$ cat src/rtl/sdio_data_tx.sv
// sdio_data_tx: 4-bit SDIO DAT block transmitter (start bit, data, per-lane CRC16, end bit).
// Define SDIO_DATA_TX_STATUS_EN to also collect the CRC status token and busy release on DAT0.
module sdio_data_tx #(
  parameter int TIMEOUT_CYCLES = 65535,
  parameter int LEN_W = 12
) (
  input  logic             sd_clk,
  input  logic             rst,
  input  logic             start,
  input  logic [LEN_W-1:0] blk_len,
  input  logic [7:0]       tx_data,
  input  logic             tx_valid,
  output logic             tx_ready,
  output logic [3:0]       sd_dat_out,
  output logic             sd_dat_oe,
  input  logic [3:0]       sd_dat_in,
  output logic             busy,
  output logic             done,
  output logic [2:0]       crc_status,
  output logic             crc_error,
  output logic             timeout_error,
  output logic             underrun_error
);
  localparam int CW = LEN_W + 1;
  typedef enum logic [3:0] {IDLE, START, DATA, CRC, END, TURN, STAT_WAIT, STAT, BUSY_WAIT} state_t;
  state_t state_q, state_d;
  logic [CW-1:0] cnt_q, cnt_d, last_cnt;
  logic [LEN_W-1:0] len_q, len_d;
  logic [7:0] byte_q, byte_d;
  logic [3:0][15:0] crc_q, crc_d;
  logic [3:0] nib;
  logic done_q, done_d, und_q, und_d;
  logic unused_din;
  assign unused_din = ^sd_dat_in[3:1];
`ifdef SDIO_DATA_TX_STATUS_EN
  localparam int TW = $clog2(TIMEOUT_CYCLES + 1);
  logic [TW-1:0] tmr_q, tmr_d;
  logic [2:0] sh_q, sh_d, sts_q, sts_d;
  logic cerr_q, cerr_d, terr_q, terr_d, tmo;
  assign tmo = tmr_q == TW'(TIMEOUT_CYCLES - 1);
  assign crc_status = sts_q;
  assign crc_error = cerr_q;
  assign timeout_error = terr_q;
`else
  localparam int unused_tmo = TIMEOUT_CYCLES;
  logic unused_din0;
  assign unused_din0 = sd_dat_in[0];
  assign crc_status = 3'b000;
  assign crc_error = 1'b0;
  assign timeout_error = 1'b0;
`endif
  function automatic logic [15:0] crc_step(input logic [15:0] c, input logic b);
    return {c[14:0], 1'b0} ^ ((c[15] ^ b) ? 16'h1021 : 16'h0000);
  endfunction
  assign nib = cnt_q[0] ? byte_q[3:0] : byte_q[7:4];
  assign last_cnt = {len_q, 1'b0} - CW'(1);
  assign busy = state_q != IDLE;
  assign done = done_q;
  assign underrun_error = und_q;
  always_comb begin
    state_d = state_q;
    cnt_d = cnt_q;
    len_d = len_q;
    byte_d = byte_q;
    crc_d = crc_q;
    done_d = 1'b0;
    und_d = und_q;
`ifdef SDIO_DATA_TX_STATUS_EN
    tmr_d = tmr_q;
    sh_d = sh_q;
    sts_d = sts_q;
    cerr_d = cerr_q;
    terr_d = terr_q;
`endif
    sd_dat_out = 4'hF;
    sd_dat_oe = 1'b0;
    tx_ready = 1'b0;
    case (state_q)
      IDLE: if (start && blk_len != '0) begin
        state_d = START;
        len_d = blk_len;
        crc_d = '0;
        und_d = 1'b0;
`ifdef SDIO_DATA_TX_STATUS_EN
        sts_d = 3'b000;
        cerr_d = 1'b0;
        terr_d = 1'b0;
`endif
      end
      START: begin
        sd_dat_out = 4'h0;
        sd_dat_oe = 1'b1;
        tx_ready = 1'b1;
        cnt_d = '0;
        byte_d = tx_valid ? tx_data : byte_q;
        state_d = tx_valid ? DATA : IDLE;
        und_d = !tx_valid;
        done_d = !tx_valid;
      end
      DATA: begin
        sd_dat_out = nib;
        sd_dat_oe = 1'b1;
        tx_ready = cnt_q[0] && cnt_q != last_cnt;
        for (int i = 0; i < 4; i++) crc_d[i] = crc_step(crc_q[i], nib[i]);
        cnt_d = cnt_q + CW'(1);
        if (cnt_q == last_cnt) begin
          cnt_d = '0;
          state_d = CRC;
        end else if (cnt_q[0]) begin
          byte_d = tx_valid ? tx_data : byte_q;
          state_d = tx_valid ? DATA : IDLE;
          und_d = !tx_valid;
          done_d = !tx_valid;
        end
      end
      CRC: begin
        sd_dat_oe = 1'b1;
        for (int i = 0; i < 4; i++) sd_dat_out[i] = crc_q[i][~cnt_q[3:0]];
        cnt_d = cnt_q + CW'(1);
        if (cnt_q[3:0] == 4'd15) state_d = END;
      end
      END: begin
        sd_dat_oe = 1'b1;
        cnt_d = '0;
        state_d = TURN;
      end
      TURN: begin
        cnt_d = cnt_q + CW'(1);
        if (cnt_q[0]) begin
`ifdef SDIO_DATA_TX_STATUS_EN
          tmr_d = '0;
          state_d = STAT_WAIT;
`else
          done_d = 1'b1;
          state_d = IDLE;
`endif
        end
      end
`ifdef SDIO_DATA_TX_STATUS_EN
      STAT_WAIT: if (!sd_dat_in[0]) begin
        cnt_d = '0;
        state_d = STAT;
      end else if (tmo) begin
        terr_d = 1'b1;
        done_d = 1'b1;
        state_d = IDLE;
      end else tmr_d = tmr_q + TW'(1);
      STAT: begin
        cnt_d = cnt_q + CW'(1);
        sh_d = (cnt_q[1:0] == 2'd3) ? sh_q : {sh_q[1:0], sd_dat_in[0]};
        if (cnt_q[1:0] == 2'd3) begin
          sts_d = sh_q;
          cerr_d = sh_q != 3'b010;
          tmr_d = '0;
          state_d = BUSY_WAIT;
        end
      end
      BUSY_WAIT: if (sd_dat_in[0]) begin
        done_d = 1'b1;
        state_d = IDLE;
      end else if (tmo) begin
        terr_d = 1'b1;
        done_d = 1'b1;
        state_d = IDLE;
      end else tmr_d = tmr_q + TW'(1);
`endif
      default: state_d = IDLE;
    endcase
  end
  always_ff @(posedge sd_clk) begin
    if (rst) begin
      state_q <= IDLE;
      cnt_q <= '0;
      len_q <= '0;
      byte_q <= '0;
      crc_q <= '0;
      done_q <= 1'b0;
      und_q <= 1'b0;
`ifdef SDIO_DATA_TX_STATUS_EN
      tmr_q <= '0;
      sh_q <= '0;
      sts_q <= '0;
      cerr_q <= 1'b0;
      terr_q <= 1'b0;
`endif
    end else begin
      state_q <= state_d;
      cnt_q <= cnt_d;
      len_q <= len_d;
      byte_q <= byte_d;
      crc_q <= crc_d;
      done_q <= done_d;
      und_q <= und_d;
`ifdef SDIO_DATA_TX_STATUS_EN
      tmr_q <= tmr_d;
      sh_q <= sh_d;
      sts_q <= sts_d;
      cerr_q <= cerr_d;
      terr_q <= terr_d;
`endif
    end
  end
endmodule

$ cat config.mk
export PLATFORM = sky130hd
export DESIGN_NAME = sdio_data_tx
export DESIGN_NICKNAME = d
export VERILOG_FILES = /design/src/rtl/sdio_data_tx.sv
export SDC_FILE = /design/constraint.sdc
export NUM_CORES = 1
export LEC_CHECK = 0
export BUFFER_PORTS_ARGS = -buffer_cell sky130_fd_sc_hd__buf_2
export CORE_MARGIN = 3
export CORE_UTILIZATION = 45
export DETAILED_ROUTE_END_ITERATION = 12
export GPL_TIMING_DRIVEN = 0
export PLACE_DENSITY = 0.69
export REMOVE_ABC_BUFFERS = 1
export SETUP_SLACK_MARGIN = 0.1
export SLEW_MARGIN = 5
export SYNTH_ARGS = -nofsm -noshare
export SYNTH_HDL_FRONTEND = slang
export SYNTH_SLANG_ARGS = --single-unit
$ cat constraint.sdc
create_clock -name sd_clk -period 2.94 [get_ports sd_clk]
set_input_delay 0.294 -clock sd_clk [delete_from_list [all_inputs] [get_ports sd_clk]]
set_output_delay 0.294 -clock sd_clk [all_outputs]
set_load 0.01 [all_outputs]
# Word-level counts from Yosys, hierarchy flattened
# Index checks and enable logic that the tools add are counted.
dict set report word_totals {
  register_bits 103
  elab_cells 93
  output_inout_bits 14
  input_bits 28
}
dict set report classes {
  n_mux 39
  bitwise 9
  reduce_logical 18
  n_addsub 2
  eq_ne 14
  n_lt_le_gt_ge 1
}
# operator n
set op_table {}
lappend op_table {{64-bit one-hot mux with 2 select lines} 1}
lappend op_table {{13-bit two-way mux} 5}
lappend op_table {{64-bit two-way mux} 1}
lappend op_table {{16-bit by 13-bit XOR with 16-bit output} 4}
lappend op_table {{13-bit one-hot mux with 3 select lines} 1}
lappend op_table {{4-bit two-way mux} 6}
lappend op_table {{8-bit two-way mux} 3}
lappend op_table {{4-bit one-hot mux with 6 select lines} 1}
lappend op_table {{1-bit binary-select mux with 4-bit select} 4}
lappend op_table {{8-bit one-hot mux with 2 select lines} 1}
lappend op_table {{13-bit by 1-bit adder with 13-bit output (second input constant)} 1}
lappend op_table {{13-bit equality test} 1}
lappend op_table {{13-bit inequality test} 1}
lappend op_table {{13-bit by 1-bit subtractor with 13-bit output (second input constant)} 1}
lappend op_table {{4-bit one-hot mux with 3 select lines} 1}
lappend op_table {{12-bit nonzero test} 1}
lappend op_table {{1-bit two-way mux} 11}
lappend op_table {{2-bit inequality test (second input constant)} 5}
lappend op_table {{4-bit by 2-bit equality test with 1-bit output (second input constant)} 2}
lappend op_table {{4-bit by 3-bit equality test with 1-bit output (second input constant)} 2}
lappend op_table {{4-bit AND reduction} 2}
lappend op_table {{1-bit one-hot mux with 3 select lines} 2}
lappend op_table {{3-bit nonzero test} 2}
lappend op_table {{4-bit by 5-bit less-than comparator with 1-bit output (second input constant)} 1}
lappend op_table {{16 further kinds} 23}

# Depth between registers and ports, before layout
# Gate-level depths: netlist of the first run.
dict set report depth {
  word_depth 5
  ltp_mapped 9
  depth_no_buf 9
}

# Worst setup path after synthesis of the first run
# No wires, ideal clock.
dict set report synth_path {
  kind {flip-flop to output port}
  startpoint {register cnt_q[0]}
  endpoint {output port sd_dat_out[0]}
  arrival_ps 2057
  setup_slack_ps 589
  path_stages_with_launch 8
  path_buffers 2
  cell_sequence {dfxtp_1 buf_2 buf_2 mux4_2 mux4_2 nand2_1 a22o_1 nand2_1}
}
dict set report synth_between {
  elab_chain_len 4
  word_cells_on_any_way 5
  cone_classes {mux (4); bitwise (1)}
}
# element line_no
set synth_lines {}
lappend synth_lines {{from (decl)} 27} ;# logic [CW-1:0] cnt_q, cnt_d, last_cnt;
lappend synth_lines {{from (signal assigned)} 188} ;# cnt_q <= cnt_d;
lappend synth_lines {{4-bit NOT} 118} ;# for (int i = 0; i < 4; i++) sd_dat_out[i] = crc_q[i][~cnt_q[3:0]];
lappend synth_lines {{1-bit binary-select mux with 4-bit select} 118}
lappend synth_lines {{1-bit two-way mux (implied by the code)} 118}
lappend synth_lines {{4-bit one-hot mux with 3 select lines (*)} 78} ;# case (state_q)
lappend synth_lines {{to (decl)} 14} ;# output logic [3:0] sd_dat_out,
# Every way passes the cells marked *; elsewhere a longest branch is shown, timed or not. The select of a mux whose other input is x is not followed.

# Worst setup path after layout of the first run
dict set report layout_path {
  startpoint {register len_q[0]}
  endpoint {output port tx_ready}
}
dict set report layout_between {
  elab_chain_len 4
}
# element line_no
set layout_lines {}
lappend layout_lines {{from (decl)} 28} ;# logic [LEN_W-1:0] len_q, len_d;
lappend layout_lines {{from (signal assigned)} 189} ;# len_q <= len_d;
lappend layout_lines {{13-bit by 1-bit subtractor with 13-bit output} 56} ;# assign last_cnt = {len_q, 1'b0} - CW'(1);
lappend layout_lines {{13-bit inequality test} 103} ;# tx_ready = cnt_q[0] && cnt_q != last_cnt;
lappend layout_lines {{1-bit logical AND} 103}
lappend layout_lines {{1-bit one-hot mux with 2 select lines} 78}
lappend layout_lines {{to (decl)} 13} ;# output logic tx_ready,
# Every way passes these cells.

==> metrics.md, run 1 <==
| Metric | Value |
|---|---|
| Maximum fanout along the worst path | `4` |
| Top sig layer | `met4` |
| Post-Layout Cell Count | `783` |
| Net switching power figure | `1.482 mW` |
| Clock root buffer | `clkbuf_16` |
| Crit-path cells | `inv_2 > ha_4 > nor4b_4 > xor2_1 > nor4_2 > o32ai_4 > or3_4 > nand3_2 > a21oi_2 > buf_2` |
| Count of input and output buffers | `32` |
| Met2 wirelength from detailed routing | `5931 um` |
| Number of global-route vias before repair | `4323` |
| Via/cell ratio | `5.783` |
| GRT Util Overall | `18.44%` |
| Placed insts | `762` |
| RSZ-0062 raised after global routing | `yes` |
| Ant. Diodes | `0` |
| Worst-margin pin slew | `0.8490 ns` |
| Final period util | `96.41%` |
| CP arrival | `2.54 ns` |
| Largest net degree at the start of global routing | `82` |
| Hold_buf cts | `0` |
| DP HPWL | `7607 um` |
| Starting DRC count in detailed routing | `280` |
| WP data required | `2.65 ns` |
| Routed wire length | `11930 um` |
| Clk_skew | `0.008184 ns` |
| Yosys warning count | `0` |
| Initial antenna violation count | `0` |
| Die W | `114.9 um` |
| # H-tree levels | `3` |
| First-pass GRT wire length | `20110 um` |
| Die Ht | `114.9 um` |
| Clock latency on the worst-skew pair | `0.34 ns` |
| Mean post-synth cell area | `8.334 um2` |
| Part of the power in registers | `38.5%` |
| Initial Util | `46.32%` |
| Full die area | `13200 um2` |
| Lkg Pwr | `2.025 nW` |
| Max_slew headroom | `43.40%` |
| Met1 WL | `5285 um` |
| Final Slew Violations | `0` |
| Crit end category | `output port` |
| Finished layout cell area | `5959 um2` |
| Worst VDD drop | `379.1 uV` |
| Post-synth EDFFs | `0` |
| First-pass iteration count of the detailed router | `5` |
| Core area | `11520 um2` |
| Detailed-route via count | `4528` |
| Synth Flop Type | `dfxtp_1` |
| Most frequent cells in the layout | `nand2_1 (124), dfxtp_1 (97), a21oi_1 (95), nand3_1 (71), buf_2 (31)` |
| Max_cap viols | `0` |
| Post-DP Area | `5527 um2` |
| CP Launch Type | `register` |
| TritonCTS clock tree | `built` |
| Final Critical Period | `2.834 ns` |
| Syn Inst Count | `640` |
| Remaining DRCs | `0` |
| Post-synthesis cell area | `5334 um2` |
| Max stage delay cell, worst path | `or3_4` |
| Number of synthesized register bits | `102` |
| Clock buffer depth | `2` |
| Clock transition at path regs | `0.06 ns` |
| Min Hold Slack | `0.1932 ns` |
| Commonest non-fill, non-tap cell in the layout | `nand2_1` |
| Final nets | `667` |
| Setup violators final | `0` |
| Achievable frequency | `352.8 MHz` |
| Hold/Removal Path Class | `in -> reg` |
| Post-synthesis cell type count | `57` |
| TritonCTS buffer count | `9` |
| CP peak stage delay | `0.43 ns` |
| Power Dens Cells | `690.9 nW/um2` |
| Routed len/inst | `15.23 um` |
| Layout cell share with drive strength beyond 1 | `17.03%` |
| Sw Share | `36.00%` |
| GRT overflow | `0` |
| IO Pins | `42` |
| TritonCTS Sinks | `102` |
| Area growth from synthesis to layout | `11.73%` |
| Run status | `completed` |
| Crit path kind | `reg -> out` |
| Met3 wire len | `494 um` |
| Fin. Hold Viols | `0` |
| Sequential element share of the synthesized area | `38.28%` |
| ANT nets after route | `0` |
| Async SR Flop Fraction | `0%` |
| Int Pwr | `2.635 mW` |
| Site row count | `39` |
| Gate power share | `33.9%` |
| Clock share of power | `27.7%` |
| GP Congestion | `0.8281` |
==> per-layer routing <==
metal	up-vias	global-route usage [%]
li1	2224	-
met1	2195	24.32
met2	93	30.86
met3	16	2.474
met4	0	6.886
met5	-	0
==> through the flow <==
stage	power [mW]	worst slack, ns	util (%)	setup TNS, ns
after detailed placement	2.870	-0.3063	47.99	-3.341
final	4.117	0.1055	51.75	0
after global routing	4.347	0.0008711	51.75	0
after CTS	4.073	0.001589	51.02	0
after floorplan	2.428	-0.7691	-	-11.86
after global placement	2.780	-2.227	47.02	-131.15
==> layout make-up <==
type,instances,area (um2)
tap,143,178.9
clock inverter,2,35.03
inverter,4,15.01
timing repair buffer,43,310.3
fill,1064,5557
multi-input combinational,477,3128
sequential,102,2056
clock buffer,12,236.5
==> registers in the layout (all words and copies together) (netlist names) <==
name,cells
byte_q,8
cnt_q,13
crc_q,64
done,1
len_q,12
state_q,3
underrun_error,1
==> kinds of logic after synthesis <==
family                     Yosys count  synth area share (%)
other                                1               0.07031
DFF                                102                 38.28
and+or+nand+nor                    272                 24.72
xor gates and xnor gates            36                 5.911
adders and majority gates            2                0.4691
muxes                               33                 10.88
buffers and inverters               65                 5.395
AOI/OAI and AO/OA                  129                 14.26
==> Yosys cell counts, drive strengths merged (2+ instances only) <==
library cell	count	area share (%)
ha	2	0.47
and2b	2	0.28
a31oi	3	0.35
xnor2	19	3.1
o31ai	2	0.28
xor2	17	2.8
mux4	20	8.4
nand2	125	8.8
a21oi	96	9.0
dfxtp	102	38
or3	2	0.33
a22o	4	0.66
nor2	13	0.91
nor4	2	0.23
mux2i	13	2.4
nor3b	2	0.28
nand2b	19	2.2
inv	4	0.28
nand4	9	1.1
a31o	2	0.33
and3b	2	0.35
or2	2	0.23
o311ai	2	0.33
nand3	73	6.9
nor2b	6	0.70
or4	3	0.42
o21ai	8	0.75
buf	24	2.5
nor3	7	0.96
clkbuf	37	2.6
==> critical path, delay by kind of cell (launching register included) <==
kind                     cells  cell delay [ns]
adder cells (fa/ha/maj)      1             0.13
AO/OA/AOI/OAI                2             0.23
XOR/XNOR                     1             0.13
buffers and inverters        2             0.22
AND/OR/NAND/NOR              4             1.13
flip-flops                   1             0.36
==> worst paths after layout <==
path / from / end / slack, ns / cells after the start
hold reg to reg: crc_q[38] / crc_q[39] / 0.46 / 2
setup / recovery: len_q[0] / tx_ready / 0.11 / 10
setup reg to reg: state_q[1] / byte_q[0] / 0.24 / 5
hold / removal: blk_len[5] / len_q[5] / 0.19 / 3
==> what timing repair did <==
action / 4_1_cts / 5_1_grt
pin swaps: 3 / 9
setup buffers: 5 / 2
resized for setup: 11 / 14
endpoints found under the setup margin: 18 / 16
gates cloned: 0 / 0
==> power groups by stage <==
stage / clock [mW] / sequential (mW) / combinational [mW]
final: 1.14 / 1.58 / 1.39
after CTS: 1.16 / 1.58 / 1.33
after global routing: 1.22 / 1.60 / 1.53
after floorplan: 0 / 1.61 / 0.816
after detailed placement: 0 / 1.63 / 1.24
after global placement: 0 / 1.67 / 1.11
Note: power is estimated with default switching activity, not from simulation.
==> run 2: changes to the inputs <==
CTS_BUF_LIST = sky130_fd_sc_hd__clkbuf_4   (was not set)
==> run 2 against run 1 <==
- critical path depth is the same
- non-clock buffer count grew 11
- global-route usage grew 0.61 points
==> metrics.md, run 2 (synthesis gave the netlist of run 1 again) <==
| Metric | Value |
|---|---|
| Run status | `completed (unchanged)` |
| Top Registers | `crc_q (64), cnt_q (13), len_q (12) (unchanged)` |
| Final Critical Period | `2.893 ns (was 2.834 ns)` |
| Initial Util | `46.32% (unchanged)` |
| Hold wc startpoint | `blk_len[5] (unchanged)` |
| Die Ht | `114.9 um (unchanged)` |
| Crit path kind | `reg -> out (unchanged)` |
| FF-to-FF setup slack | `0.38 ns (was 0.24 ns)` |
| CP arrival | `2.60 ns (was 2.54 ns)` |
| Crit-path cells | `inv_2 > ha_4 > nor4b_4 > nand2_1 > o311ai_2 > nor2_2 > or3_4 > nand3_2 > a21oi_2 > buf_2 (was inv_2 > ha_4 > nor4b_4 > xor2_1 > nor4_2 > o32ai_4 > or3_4 > nand3_2 > a21oi_2 > buf_2)` |
| Clk_skew | `0.01920 ns (was 0.008184 ns)` |
| ANT nets after route | `0 (unchanged)` |
| Placed insts | `762 (unchanged)` |
| Gate power share | `40.2% (was 33.9%)` |
| Initial antenna violation count | `0 (unchanged)` |
| Sw Share | `38.18% (was 36.00%)` |
| Fin. Hold Viols | `0 (unchanged)` |
| Setup violators final | `0 (unchanged)` |
| Lkg Pwr | `2.057 nW (was 2.025 nW)` |
| Net switching power figure | `1.483 mW (was 1.482 mW)` |
| First-pass GRT wire length | `20580 um (was 20110 um)` |
| Post-Layout Cell Count | `794 (was 783)` |
| Power Dens Cells | `647.0 nW/um2 (was 690.9 nW/um2)` |
| CP Launch Type | `register (unchanged)` |
| PnR worst setup slack | `0.04650 ns (was 0.1055 ns)` |
| Most frequent cells in the layout | `nand2_1 (123), a21oi_1 (95), dfxtp_1 (93), nand3_1 (71), buf_2 (29) (was nand2_1 (124), dfxtp_1 (97), a21oi_1 (95), nand3_1 (71), buf_2 (31))` |
| TritonCTS buffer count | `9 (unchanged)` |
| Worst-margin pin slew | `0.8506 ns (was 0.8490 ns)` |
| Setup crit start | `len_q[0] (unchanged)` |
| Part of the power in registers | `41.1% (was 38.5%)` |
| Clock root buffer | `clkbuf_4 (was clkbuf_16)` |
| Remaining DRCs | `0 (unchanged)` |
| Die W | `114.9 um (unchanged)` |
| Worst slack at placement | `-0.3063 ns (unchanged)` |
| Detailed-route via count | `4616 (was 4528)` |
| Crit end category | `output port (unchanged)` |
| Count of input and output buffers | `32 (unchanged)` |
| Via/cell ratio | `5.814 (was 5.783)` |
| Pwr Total | `3.883 mW (was 4.117 mW)` |
| Final period util | `98.42% (was 96.41%)` |
| WP data required | `2.65 ns (about the same)` |
| Clock share of power | `18.7% (was 27.7%)` |
| Final core occ | `52.12% (was 51.75%)` |
| Full die area | `13200 um2 (unchanged)` |
| Clock latency on the worst-skew pair | `0.45 ns (was 0.34 ns)` |
| IO Pins | `42 (unchanged)` |
| Number of global-route vias before repair | `4356 (was 4323)` |
| Layout cell share with drive strength beyond 1 | `19.82% (was 17.03%)` |
| Core area | `11520 um2 (unchanged)` |
| Fillers | `1054 (was 1064)` |
| Reg with most FFs | `crc_q (unchanged)` |
| GRT Util Overall | `19.05% (was 18.44%)` |
| Hold/Removal Path Class | `in -> reg (unchanged)` |
| Worst VDD drop | `265.6 uV (was 379.1 uV)` |
| Area growth from synthesis to layout | `12.53% (was 11.73%)` |
| Clock transition at path regs | `0.14 ns (was 0.06 ns)` |
| Int Pwr | `2.401 mW (was 2.635 mW)` |
| Maximum fanout along the worst path | `4 (unchanged)` |
| TritonCTS clock tree | `built (unchanged)` |
| Largest net degree at the start of global routing | `82 (unchanged)` |
| CP peak stage delay | `0.42 ns (was 0.43 ns)` |
| Reg-to-reg startpoint | `state_q[2] (was state_q[1])` |
| Max_cap viols | `0 (unchanged)` |
| Achievable frequency | `345.6 MHz (was 352.8 MHz)` |
| Max_slew headroom | `43.29% (was 43.40%)` |
| GP Congestion | `0.8281 (unchanged)` |
| Max stage delay cell, worst path | `or3_4 (unchanged)` |
| DP HPWL | `7607 um (unchanged)` |
| # H-tree levels | `3 (unchanged)` |
| Clock buffer depth | `2 (unchanged)` |
| GRT overflow | `0 (unchanged)` |
| Site row count | `39 (unchanged)` |
| Ant. Diodes | `0 (unchanged)` |
| Final nets | `678 (was 667)` |
| RSZ-0062 raised after global routing | `yes (unchanged)` |
| Routed len/inst | `15.66 um (was 15.23 um)` |
| TritonCTS Sinks | `102 (unchanged)` |
| Routed wire length | `12430 um (was 11930 um)` |
| Final setup TNS | `0 ns (unchanged)` |
| Max reg flops | `64 (unchanged)` |
| Critical path buffers and inverters | `2 (unchanged)` |
| Commonest non-fill, non-tap cell in the layout | `nand2_1 (unchanged)` |
| Top delay family on crit path | `simple AND/OR/NAND/NOR gates (unchanged)` |
| First-pass iteration count of the detailed router | `5 (unchanged)` |
| Final Slew Violations | `0 (unchanged)` |
| Starting DRC count in detailed routing | `431 (was 280)` |
## run 2: cell count changes in the layout (fill, tap and decap cells not counted), moves of 2 or more
cell       before  now
clkbuf_16       9    2
dfxtp_1        97   93
buf_2          31   29
dfxtp_2         2    6
clkbuf_4        0   12
clkbuf_1        3    0
buf_6           0    3
buf_4           8   14
## run 2: worst paths after layout
kind                              endpoint  depth (start not counted)
worst max-delay path              tx_ready                         10
worst min-delay path              len_q[5]                          3
worst max register to register  state_q[0]                          7
worst min register to register    crc_q[7]                          2
## run 2: metrics by stage
| step | cell area (um2) | hold slack (ns) |
|---|---|---|
| 5_1_grt | 6002 | 0.04349 |
| 2_1_floorplan | 5076 | 0.3631 |
| 4_1_cts | 5863 | 0.04438 |
| 3_5_place_dp | 5527 | 0.4569 |
| 6_report | 6002 | 0.06024 |
| 3_3_place_gp | 5415 | 0.4492 |
## run 2: repair_timing
| item | CTS | global route |
|---|---|---|
| cloned | 1 | 2 |
| hold buffers | 0 | 0 |
| gates resized for setup | 23 | 13 |
| setup buffers | 12 | 3 |
| pin swaps | 12 | 3 |
| setup endpoints to repair | 18 | 27 |
## run 2: per-layer routing
| metal | wire (um) | vias up | GRT usage [%] | share of wire, % |
|---|---|---|---|---|
| met4 | 175 | 0 | 6.338 | 1.4 |
| met2 | 6129 | 94 | 31.21 | 49 |
| met1 | 5619 | 2267 | 25.48 | 45 |
| met5 | 0 | - | 0 | 0 |
| met3 | 506 | 15 | 3.421 | 4.1 |
| li1 | - | 2240 | - | - |
## run 2: worst min-delay path: stages
cell and delay [ns]:
buf_2 0.10, nand2_1 0.04, a21oi_1 0.05
## run 2: layout make-up
| cell class | instances | area, um2 | share of cell area [%] |
|---|---|---|---|
| sequential | 102 | 2061 | 34.33 |
| timing repair buffer | 54 | 481.7 | 8.026 |
| tap | 143 | 178.9 | 2.981 |
| clock buffer | 12 | 90.09 | 1.501 |
| inverter | 4 | 15.01 | 0.2502 |
| multi-input combinational | 477 | 3141 | 52.32 |
| clock inverter | 2 | 35.03 | 0.5837 |
## run 2: power by group through the flow
stage | clock [mW] | sequential (mW) | combinational [mW]
finish | 0.728 | 1.59 | 1.56
global route | 0.800 | 1.61 | 1.70
CTS | 0.742 | 1.58 | 1.43
detailed placement | 0 | 1.63 | 1.24
global placement | 0 | 1.67 | 1.11
floorplan | 0 | 1.61 | 0.816
